## src/rtl/pipeline_hazard_ctrl_pkg.sv

```systemverilog
// Shared types and constants for the pipeline hazard controller.
//   - HZ_ST_* : hazard FSM state encodings
//   - MUX_EX_REDIR_{A,B}_* : forwarding select codes latched into ID/EX
//   - hz_slot_t : one in-flight destination-register record
package pipeline_hazard_ctrl_pkg;

    localparam int unsigned REG_BIT = 5;

    // FSM encodings kept as plain constants so legacy decoders can share them.
    localparam int unsigned HZ_ST_BIT = 2;
    localparam logic [HZ_ST_BIT-1:0] HZ_ST_RUN     = 2'd0;
    localparam logic [HZ_ST_BIT-1:0] HZ_ST_HALTING = 2'd1;
    localparam logic [HZ_ST_BIT-1:0] HZ_ST_HALTED  = 2'd2;

    // Forwarding mux select codes for operand A and operand B.
    localparam int unsigned MUX_EX_REDIR_DATAA_BIT = 2;
    localparam int unsigned MUX_EX_REDIR_DATAB_BIT = 2;
    localparam logic [MUX_EX_REDIR_DATAA_BIT-1:0] MUX_EX_REDIR_A_OLD = 2'd0;
    localparam logic [MUX_EX_REDIR_DATAA_BIT-1:0] MUX_EX_REDIR_A_EX  = 2'd1;
    localparam logic [MUX_EX_REDIR_DATAA_BIT-1:0] MUX_EX_REDIR_A_DM  = 2'd2;
    localparam logic [MUX_EX_REDIR_DATAB_BIT-1:0] MUX_EX_REDIR_B_OLD = 2'd0;
    localparam logic [MUX_EX_REDIR_DATAB_BIT-1:0] MUX_EX_REDIR_B_EX  = 2'd1;
    localparam logic [MUX_EX_REDIR_DATAB_BIT-1:0] MUX_EX_REDIR_B_DM  = 2'd2;

    // Where an ID-stage operand should be taken from.
    typedef enum logic [1:0] {
        SRC_OLD = 2'd0,
        SRC_EX  = 2'd1,
        SRC_DM  = 2'd2
    } hz_src_e;

    // In-flight writer record; valid implies a real write to a non-zero register.
    typedef struct packed {
        logic               valid;
        logic [REG_BIT-1:0] req_w;
        logic               is_load;
    } hz_slot_t;

    // True when the slot holds a pending write to register r.
    function automatic logic slot_hit(hz_slot_t s, logic [REG_BIT-1:0] r);
        return s.valid && (s.req_w == r);
    endfunction

    // Youngest writer wins; a WB-only match reads the write-through register file.
    function automatic hz_src_e fwd_pick(logic used, logic ex_hit, logic dm_hit, logic wb_hit);
        if (!used)       return SRC_OLD;
        else if (ex_hit) return SRC_EX;
        else if (dm_hit) return SRC_DM;
        else if (wb_hit) return SRC_OLD;
        else             return SRC_OLD;
    endfunction

endpackage

```

## src/rtl/hazard_scoreboard.sv

```systemverilog
// Three-slot (EX, DM, WB) shift register of in-flight destination registers.
//   clk, rst, en   : clock, synchronous active-high reset, advance enable
//   id_slot        : record entering EX (valid already cleared for bubbles)
//   rs, rt         : ID-stage source register numbers to match
//   ex_hit_*/dm_hit_*/wb_hit_* : per-source match against each slot
//   ex_load        : EX slot holds a valid load
module hazard_scoreboard
    import pipeline_hazard_ctrl_pkg::*;
(
    input  logic               clk,
    input  logic               rst,
    input  logic               en,
    input  hz_slot_t           id_slot,
    input  logic [REG_BIT-1:0] rs,
    input  logic [REG_BIT-1:0] rt,
    output logic               ex_hit_a,
    output logic               ex_hit_b,
    output logic               dm_hit_a,
    output logic               dm_hit_b,
    output logic               wb_hit_a,
    output logic               wb_hit_b,
    output logic               ex_load
);

    hz_slot_t ex_slot;
    hz_slot_t dm_slot;
    hz_slot_t wb_slot;
    hz_slot_t push_slot;

    // Writes to $0 never need tracking; store them as empty slots.
    always_comb begin
        push_slot = '0;
        if (id_slot.valid && (id_slot.req_w != '0)) begin
            push_slot = id_slot;
        end
    end

    // Slots advance together with the pipeline registers.
    always_ff @(posedge clk) begin
        if (rst) begin
            ex_slot <= '0;
            dm_slot <= '0;
            wb_slot <= '0;
        end else if (en) begin
            wb_slot <= dm_slot;
            dm_slot <= ex_slot;
            ex_slot <= push_slot;
        end
    end

    assign ex_hit_a = slot_hit(ex_slot, rs);
    assign ex_hit_b = slot_hit(ex_slot, rt);
    assign dm_hit_a = slot_hit(dm_slot, rs);
    assign dm_hit_b = slot_hit(dm_slot, rt);
    assign wb_hit_a = slot_hit(wb_slot, rs);
    assign wb_hit_b = slot_hit(wb_slot, rt);
    assign ex_load  = ex_slot.valid && ex_slot.is_load;

endmodule

```

## src/rtl/pipeline_hazard_ctrl.sv

```systemverilog
// Hazard and sequencing controller for the 5-stage IF/ID/EX/DM/WB pipeline.
//   clk, rst, en         : clock, synchronous active-high reset, global run enable
//   id_*                 : decoded fields of the instruction currently in ID
//   load_pc              : EX-stage taken jump/branch
//   halt_ex, halt_wb     : syscall halt resolved in EX / reached DM-WB output
//   pc_en, if_id_*, id_ex_* : pipeline register enable/clear controls
//   fwd_a, fwd_b         : operand forwarding selects latched into ID/EX
//   halted               : sticky halt indication
//   stall_cnt, flush_cnt : saturating load-use stall / flush counters
module pipeline_hazard_ctrl
    import pipeline_hazard_ctrl_pkg::*;
#(
    parameter int unsigned CNT_BIT = 16
) (
    input  logic                              clk,
    input  logic                              rst,
    input  logic                              en,
    input  logic [REG_BIT-1:0]                id_rs,
    input  logic [REG_BIT-1:0]                id_rt,
    input  logic                              id_use_a,
    input  logic                              id_use_b,
    input  logic                              id_w_en,
    input  logic [REG_BIT-1:0]                id_req_w,
    input  logic                              id_is_load,
    input  logic                              load_pc,
    input  logic                              halt_ex,
    input  logic                              halt_wb,
    output logic                              pc_en,
    output logic                              if_id_en,
    output logic                              if_id_clr,
    output logic                              id_ex_en,
    output logic                              id_ex_clr,
    output logic [MUX_EX_REDIR_DATAA_BIT-1:0] fwd_a,
    output logic [MUX_EX_REDIR_DATAB_BIT-1:0] fwd_b,
    output logic                              halted,
    output logic [CNT_BIT-1:0]                stall_cnt,
    output logic [CNT_BIT-1:0]                flush_cnt
);

    logic [HZ_ST_BIT-1:0] state;
    logic [HZ_ST_BIT-1:0] state_nxt;

    logic     ex_hit_a, ex_hit_b;
    logic     dm_hit_a, dm_hit_b;
    logic     wb_hit_a, wb_hit_b;
    logic     ex_load;
    logic     run;
    logic     use_a, use_b;
    logic     stall, flush, bubble;
    hz_slot_t id_slot;
    hz_src_e  src_a, src_b;

    assign run   = (state == HZ_ST_RUN);
    assign use_a = id_use_a && (id_rs != '0);
    assign use_b = id_use_b && (id_rt != '0);

    // Halt outranks branch, branch outranks load-use stall.
    assign stall = run && !halt_ex && !load_pc && ex_load &&
                   ((use_a && ex_hit_a) || (use_b && ex_hit_b));
    assign flush = run && !halt_ex && load_pc;

    // Anything other than a clean RUN advance puts a bubble into EX.
    assign bubble = !run || halt_ex || load_pc || stall;

    always_comb begin
        id_slot         = '0;
        id_slot.valid   = id_w_en && !bubble;
        id_slot.req_w   = id_req_w;
        id_slot.is_load = id_is_load;
    end

    hazard_scoreboard u_scoreboard (
        .clk      (clk),
        .rst      (rst),
        .en       (en),
        .id_slot  (id_slot),
        .rs       (id_rs),
        .rt       (id_rt),
        .ex_hit_a (ex_hit_a),
        .ex_hit_b (ex_hit_b),
        .dm_hit_a (dm_hit_a),
        .dm_hit_b (dm_hit_b),
        .wb_hit_a (wb_hit_a),
        .wb_hit_b (wb_hit_b),
        .ex_load  (ex_load)
    );

    // State register; frozen while en is low.
    always_ff @(posedge clk) begin
        if (rst) begin
            state <= HZ_ST_RUN;
        end else if (en) begin
            state <= state_nxt;
        end
    end

    // Next state and pipeline enable/clear decode.
    always_comb begin
        state_nxt = state;
        pc_en     = 1'b0;
        if_id_en  = 1'b0;
        if_id_clr = 1'b0;
        id_ex_en  = 1'b0;
        id_ex_clr = 1'b0;
        if (en) begin
            case (state)
                HZ_ST_RUN: begin
                    pc_en    = 1'b1;
                    if_id_en = 1'b1;
                    id_ex_en = 1'b1;
                    if (halt_ex) begin
                        state_nxt = HZ_ST_HALTING;
                        pc_en     = 1'b0;
                        if_id_clr = 1'b1;
                        id_ex_clr = 1'b1;
                    end else if (load_pc) begin
                        if_id_clr = 1'b1;
                        id_ex_clr = 1'b1;
                    end else if (stall) begin
                        pc_en     = 1'b0;
                        if_id_en  = 1'b0;
                        id_ex_clr = 1'b1;
                    end
                end
                HZ_ST_HALTING: begin
                    if_id_en  = 1'b1;
                    if_id_clr = 1'b1;
                    id_ex_en  = 1'b1;
                    id_ex_clr = 1'b1;
                    if (halt_wb) begin
                        state_nxt = HZ_ST_HALTED;
                    end
                end
                HZ_ST_HALTED: begin
                    state_nxt = HZ_ST_HALTED;
                end
                default: begin
                    state_nxt = HZ_ST_RUN;
                end
            endcase
        end
    end

    assign halted = (state == HZ_ST_HALTED);

    // Forwarding is only meaningful while instructions are still issuing.
    always_comb begin
        src_a = SRC_OLD;
        src_b = SRC_OLD;
        if (run) begin
            src_a = fwd_pick(use_a, ex_hit_a, dm_hit_a, wb_hit_a);
            src_b = fwd_pick(use_b, ex_hit_b, dm_hit_b, wb_hit_b);
        end
    end

    always_comb begin
        fwd_a = MUX_EX_REDIR_A_OLD;
        case (src_a)
            SRC_EX:  fwd_a = MUX_EX_REDIR_A_EX;
            SRC_DM:  fwd_a = MUX_EX_REDIR_A_DM;
            default: fwd_a = MUX_EX_REDIR_A_OLD;
        endcase
    end

    always_comb begin
        fwd_b = MUX_EX_REDIR_B_OLD;
        case (src_b)
            SRC_EX:  fwd_b = MUX_EX_REDIR_B_EX;
            SRC_DM:  fwd_b = MUX_EX_REDIR_B_DM;
            default: fwd_b = MUX_EX_REDIR_B_OLD;
        endcase
    end

    // Saturating perf counters.
    always_ff @(posedge clk) begin
        if (rst) begin
            stall_cnt <= '0;
            flush_cnt <= '0;
        end else if (en) begin
            if (stall && (stall_cnt != '1)) begin
                stall_cnt <= stall_cnt + CNT_BIT'(1);
            end
            if (flush && (flush_cnt != '1)) begin
                flush_cnt <= flush_cnt + CNT_BIT'(1);
            end
        end
    end

endmodule

```

## config.mk

```make
export PLATFORM = sky130hd
export DESIGN_NAME = pipeline_hazard_ctrl
export DESIGN_NICKNAME = d
export VERILOG_FILES = /design/src/rtl/pipeline_hazard_ctrl_pkg.sv /design/src/rtl/hazard_scoreboard.sv /design/src/rtl/pipeline_hazard_ctrl.sv
export SDC_FILE = /design/constraint.sdc
export NUM_CORES = 1
export LEC_CHECK = 0
export CORE_MARGIN = 2
export CORE_UTILIZATION = 48
export CTS_CLUSTER_DIAMETER = 120
export DETAILED_ROUTE_END_ITERATION = 16
export PLACE_DENSITY = 0.79
export SYNTH_ARGS = -nofsm -noshare
export SYNTH_HDL_FRONTEND = slang
export SYNTH_SLANG_ARGS = --single-unit
```

## constraint.sdc

```tcl
create_clock -name clk -period 2.5 [get_ports clk]
set_input_delay 0.25 -clock clk [delete_from_list [all_inputs] [get_ports clk]]
set_output_delay 0.25 -clock clk [all_outputs]
set_load 0.05 [all_outputs]
```

==> impl_results.md, run 1 <==
- Placer Congestion: just over 0.8
- RSZ-0062 raised after global routing: no
- Hold_ws: slightly above 0.5 ns
- Switching Fraction: about a quarter
- Clk_skew: between 0.005 and 0.006 ns
- Vias/cell: approximately 5.4
- Worst setup path endpoint: if_id_en
- Detailed Route WL: 6430 um
- Core area: slightly above 0.005 sq mm
- RR Startpoint: u_scoreboard.ex_slot[5]
- Initial DRC Count: 120
- GRT Overall Usage: about 23%
- Drt pass-1 iters: 4
- Top cells by area, synth: dfxtp_1, xor2_1, nor2_1
- Crit. Startpoint: id_rs[3]
- Pin count of the biggest net entering global routing: 37
- Worst Path Max Fanout: 5
- # setup viols final: 0
- Pwr Total: ~1.6 mW
- TritonCTS Buffers: 5
- CP most frequent cell: o21ai_4
- DP HPWL: about 4800 um
- CTS Root Buffer Type: clkbuf_8
- Total of max-cap violations: 0
- Syn_nets: ~320
- Net Switching: 400 uW
- Slew Limit Fails: 0
- LEAKAGE: roughly 1.4 nW
- Rows: 26
- Maximum root-to-sink buffer count: 2
- CTS clk-pin slew, worst paths: roughly 0.080 ns
- Clock share of power: 35.9%
- Post-CTS Hold Buffers: 0
- Non-Filler Instances: 450
- Clk Latency, worst-skew pair: approximately 0.3 ns
- Crit Path Category: in2out
- Req. time, crit path: 2.25 ns
- Most frequent cells in the layout: clkdlybuf4s50_1, dfxtp_1, nor2_1, buf_4, xor2_1
- Total negative slack: 0 ns
- Crit share post-route: a little over nine tenths
- Rel. slew slack: 61.1%
- Yosys top cell by area: dfxtp_1
- Routed vias: 2,433
- Crit path capture type: primary output
- Yosys cell types: 37
- Initial antenna violation count: 0
- CP max stage cell: or4_4
- CP Launch Type: input port
- Die area: 0.00580 sq mm
- DP Cell Count: about 440
- Crit path cell chain: clkdlybuf4s50_1, or4_4, o21ai_4, nor4_4, o21ai_4, nor3_1, nor2_1, clkbuf_16
- Flops & latches, synth: 47
- Antenna cells: 0
- Final ANT Viol Nets: 0
- Nets: 410
- CP max stage delay: 0.51 ns
- CTS sink count: 47
- Die X: between 70 and 80 um
- Final hold vios: 0
- Worst flop-to-flop path endpoint: stall_cnt[8]
- Avg WL per Cell: between 10 and 15 um
- Mapped cell area: ~0.0025 sq mm
- Pwr/cell area: around 440 mW/mm^2
- Slew at the pin with the worst max-slew slack: a little under 0.6 ns
- Sequential area share after synthesis: 37.6%
- Worst vdd ir: 444 uV
- CTS tree: yes
- H-tree Lvls: 2
- Critical Path AT: between 2 and 2.5 ns
- Final WS setup: roughly 0.086 ns
- Synthesis Warnings: 0
- First-pass GRT wire length: between 10,000 and 15,000 um
- Top Ports: 67
- Mapped Cells: slightly below 300
- Syn_area_per_cell: 8.62 sq um
- Most common cell after layout, fill and taps aside: clkdlybuf4s50_1
- Residual DRC count: 0
- FF-to-FF path depth: 7
- Tmin final: around 2.4 ns
- Internal power: between 1 and 1.5 mW
- Worst Hold Class: reg2reg
- Area grow syn2layout: 45.7%
- Starting Density: between 40% and 50%
- Number of global-route vias before repair: roughly 2,300
- Port Buffers: 66
- Flop pwr share: a little under half
- R2R Setup Slk: 0.20 ns
- Share of layout cells above drive strength 1: between 10 and 15%
- FMAX: approximately 410 MHz
- Die H: ~76 um
- Status: finished clean
- Pre-CTS setup slack: -0.0731 ns
- Grt total ovfl: 0
- Fillers: 400
- Synth top area share: roughly 38%
- Comb power frac: between 10% and 20%
==> per-stage QoR <==
stage	instance area [sq um]	util [%]
final	3640	71.8
after global routing	3640	71.8
after CTS	3600	70.9
after detailed placement	3460	68.2
after global placement	3460	68.2
after floorplan	2500	-
==> critical path: cells and delay by family <==
family,cells,cell delay (ns)
and+or+nand+nor,4,0.84
AOI/OAI and AO/OA,2,0.42
buffers and inverters,2,0.66
==> sequential cells by signal, summed over array words and instances (netlist names) <==
register              cells
flush_cnt                16
stall_cnt                16
u_scoreboard.ex_slot      7
u_scoreboard.dm_slot      6
state                     2
==> Yosys cell counts <==
| cell type | count |
|---|---|
| a21oi_1 | 16 |
| a22o_1 | 6 |
| a311oi_1 | 1 |
| a32o_1 | 1 |
| a41oi_1 | 1 |
| and2_1 | 2 |
| and3_1 | 6 |
| and4_1 | 2 |
| buf_1 | 1 |
| buf_2 | 1 |
| clkbuf_1 | 5 |
| dfxtp_1 | 47 |
| ha_1 | 6 |
| inv_1 | 8 |
| mux2_1 | 2 |
| mux2i_1 | 9 |
| nand2_1 | 17 |
| nand3_1 | 16 |
| nand4_1 | 9 |
| nor2_1 | 40 |
| nor2_2 | 2 |
| nor2b_1 | 4 |
| nor3_1 | 5 |
| nor3b_4 | 1 |
| nor4_1 | 6 |
| nor4_4 | 2 |
| o2111ai_2 | 1 |
| o211a_1 | 1 |
| o211ai_2 | 1 |
| o21ai_0 | 12 |
| o21ai_1 | 2 |
| o21ai_4 | 1 |
| o31ai_1 | 4 |
| or3_1 | 10 |
| or4_1 | 7 |
| xnor2_1 | 14 |
| xor2_1 | 21 |
==> kinds of logic after synthesis <==
group | count (synthesis) | share of synthesized area [%]
and+or+nand+nor | 129 | 27.8
xor gates and xnor gates | 35 | 12.3
buffers and inverters | 15 | 2.30
DFF | 47 | 37.6
muxes | 11 | 4.50
adders and majority gates | 6 | 3.00
AOI/OAI and AO/OA | 47 | 12.6
==> power groups by stage <==
stage	Clock, mW	Sequential (mW)	Combinational, mW
2_1_floorplan	0	0.783	0.122
3_3_place_gp	0	0.780	0.257
3_5_place_dp	0	0.780	0.261
4_1_cts	0.590	0.763	0.263
5_1_grt	0.623	0.764	0.284
6_report	0.576	0.763	0.268
==> how the worst min path moves through the flow <==
stage	to	cells past startpoint	slack, ns	start
after floorplan	u_scoreboard.ex_slot[1]	1	0.38	id_req_w[0]
after global placement	u_scoreboard.ex_slot[0]	1	0.48	u_scoreboard.ex_slot[0]
after detailed placement	u_scoreboard.ex_slot[0]	1	0.49	u_scoreboard.ex_slot[0]
after CTS	u_scoreboard.ex_slot[0]	1	0.51	u_scoreboard.ex_slot[0]
after global routing	u_scoreboard.ex_slot[0]	1	0.54	u_scoreboard.ex_slot[0]
final	u_scoreboard.ex_slot[0]	1	0.51	u_scoreboard.ex_slot[0]
==> timing repair <==
| item | CTS | global route |
|---|---|---|
| gates resized for setup | 1 | 9 |
| pin swaps | 1 | 4 |
| setup buffers | 2 | 1 |
| setup endpoints to repair | 2 | 4 |
| hold endpoints to repair | 0 | 0 |
==> routing by layer <==
| layer | global-route usage (%) | up-vias | share of wire [%] |
|---|---|---|---|
| met4 | 8.73 | 0 | 1.6 |
| met3 | 4.50 | 10 | 5.4 |
| met2 | 39.0 | 64 | 50 |
| met5 | 0 | - | 0 |
| li1 | - | 1217 | - |
| met1 | 27.5 | 1142 | 43 |
==> cell type report <==
type                    count  area [sq um]  area share, %
clock inverters             2          35.0          0.962
flip-flops and latches     47           941           25.8
clock buffers               6          82.6           2.27
multi-input cells         228          1530           42.1
repair buffers             89           933           25.6
well taps                  70          87.6           2.40
inverters                   8          30.0          0.824
Power figures use the tool's default switching activity.
==> run 2: changes to the inputs <==
CORE_ASPECT_RATIO = 0.6   (was default)
CORE_UTILIZATION = 52   (was 48)
PLACE_DENSITY = 0.85   (was 0.79)
clock period = 2.9 ns   (was 2.5 ns; I/O delays follow)
==> run 2 against run 1 <==
Via count increased by 2.4%. Die area fell by 7.0%. Design area fell by 5.8%. First-iteration DRC count rose by 43%. Register-to-register slack improved by 0.34 ns. Critical path depth stayed put. Highest routed layer unchanged.
==> impl_results.md, run 2 (synthesis gave the netlist of run 1 again) <==
- Initial DRC Count: around 170
- Grt total ovfl: 0
- Pwr/cell area: ~420 mW/mm^2
- CTS tree: yes
- CP top delay family: simple AND/OR/NAND/NOR gates
- Clk_skew: 0.00176 ns
- Fillers: about 330
- Postcts setup bufs: 0
- Detailed Route WL: just under 7000 um
- Maximum root-to-sink buffer count: 2
- Area grow syn2layout: 37.3%
- Final hold vios: 0
- Starting Density: approximately 55%
- Sequential cell area: ~940 sq um
- CP max stage delay: about 0.53 ns
- Antenna cells: 0
- Worst vdd ir: 260 uV
- # setup viols final: 0
- Top Ports: 67
- RSZ-0062 raised after global routing: no
- Core area: around 0.0046 sq mm
- Final ANT Viol Nets: 0
- Hold_ws: ~0.5 ns
- Req. time, crit path: 2.61 ns
- CTS sink count: 47
- Crit Path Category: in2out
- Worst Hold Class: reg2reg
- CP max stage cell: or4_1
- First-pass GRT wire length: between 10,000 and 15,000 um
- Worst Path Max Fanout: 8
- WP buf/inv: 2
- Initial antenna violation count: 0
- Residual DRC count: 0
- CTS Root Buffer Type: clkbuf_8
- Crit path cell chain: clkdlybuf4s50_1, or4_1, o21ai_1, nor4_4, o21ai_4, nor3_1, nor2_1, buf_12
- Avg WL per Cell: ~16 um
- Share of layout cells above drive strength 1: under 10%
- CTS clk-pin slew, worst paths: roughly 0.090 ns
- Rel. slew slack: a little under three fifths
- Slew at the pin with the worst max-slew slack: around 0.64 ns
- Most common cell after layout, fill and taps aside: clkdlybuf4s50_1
- Vias/cell: 5.85
- Placer Congestion: around 0.92
- Rows: 19
- Post-route cell area: roughly 0.0034 sq mm
- FMAX: roughly 360 MHz
- H-tree Lvls: 2
- Number of global-route vias before repair: ~2,400
- TritonCTS Buffers: 5
- Status: finished clean
- Critical Path AT: ~2.5 ns
- Port Buffers: 66
- Die area: 0.00540 sq mm
- Total negative slack: 0 ns
- DP HPWL: a little under 5000 um
- Routed vias: ~2,500
- Crit share post-route: 95.0%
- Pin count of the biggest net entering global routing: 29
- Clk Latency, worst-skew pair: ~0.30 ns
- Crit path capture type: primary output
- Drt pass-1 iters: 5
- CP Launch Type: input port
- Total of max-cap violations: 0
- Slew Limit Fails: 0
- Post_cts resized: 0
- GRT Overall Usage: between 20% and 30%
- Nets: between 300 and 400
- Largest regs: flush_cnt: 16 flops, stall_cnt: 16 flops, u_scoreboard.ex_slot: 7 flops
- Die H: roughly 58 um
- Area of the multi-input gates: between 0.0015 and 0.002 sq mm
- Most frequent cells in the layout: clkdlybuf4s50_1, dfxtp_1, nor2_1, xor2_1, nand2_1
- Placed Instance Area: approximately 0.0033 sq mm
- Die X: about 94 um
- Tmin final: 2.76 ns
- LEAKAGE: 1.24 nW
- Post-CTS Hold Buffers: 0
## run 2: path summary, 6_finish.rpt
kind	from	end	slack, ns	cells past startpoint
setup / recovery	id_rs[2]	if_id_en	0.14	8
hold / removal	u_scoreboard.ex_slot[0]	u_scoreboard.ex_slot[0]	0.49	1
setup reg to reg	u_scoreboard.ex_slot[5]	stall_cnt[8]	0.54	6
hold reg to reg	u_scoreboard.ex_slot[0]	u_scoreboard.ex_slot[0]	0.49	1
## run 2: final cells by class
class / instances / share of cell area [%]
Clock buffer: 6 / 2.11
Clock inverter: 2 / 1.75
Multi-Input combinational cell: 228 / 43.8
Sequential cell: 47 / 27.4
Tap cell: 63 / 2.30
Timing Repair Buffer: 72 / 21.8
Inverter: 8 / 0.875
## run 2: routing by layer
metal | wire length (um) | share of wire, % | GRT usage [%]
met1 | 2990 | 44 | 34.9
met2 | 3130 | 46 | 42.9
met3 | 515 | 7.6 | 4.94
met4 | 106 | 1.6 | 8.28
met5 | 0 | 0 | 0
## run 2: metrics by stage
| step | worst slack [ns] | cells | util (%) | total power [mW] |
|---|---|---|---|---|
| finish | 0.144 | 426 | 74.8 | 1.43 |
| global route | 0.0241 | 426 | 74.8 | 1.48 |
| CTS | 0.140 | 426 | 74.8 | 1.43 |
| detailed placement | 0.175 | 418 | 71.9 | 0.877 |
| global placement | 0.250 | 418 | 71.9 | 0.873 |
| floorplan | 0.455 | 290 | - | 0.780 |
## run 2: where the power goes
part	switching [mW]	internal (mW)
registers	0.00697	0.651
clock network	0.221	0.345
logic	0.116	0.0911
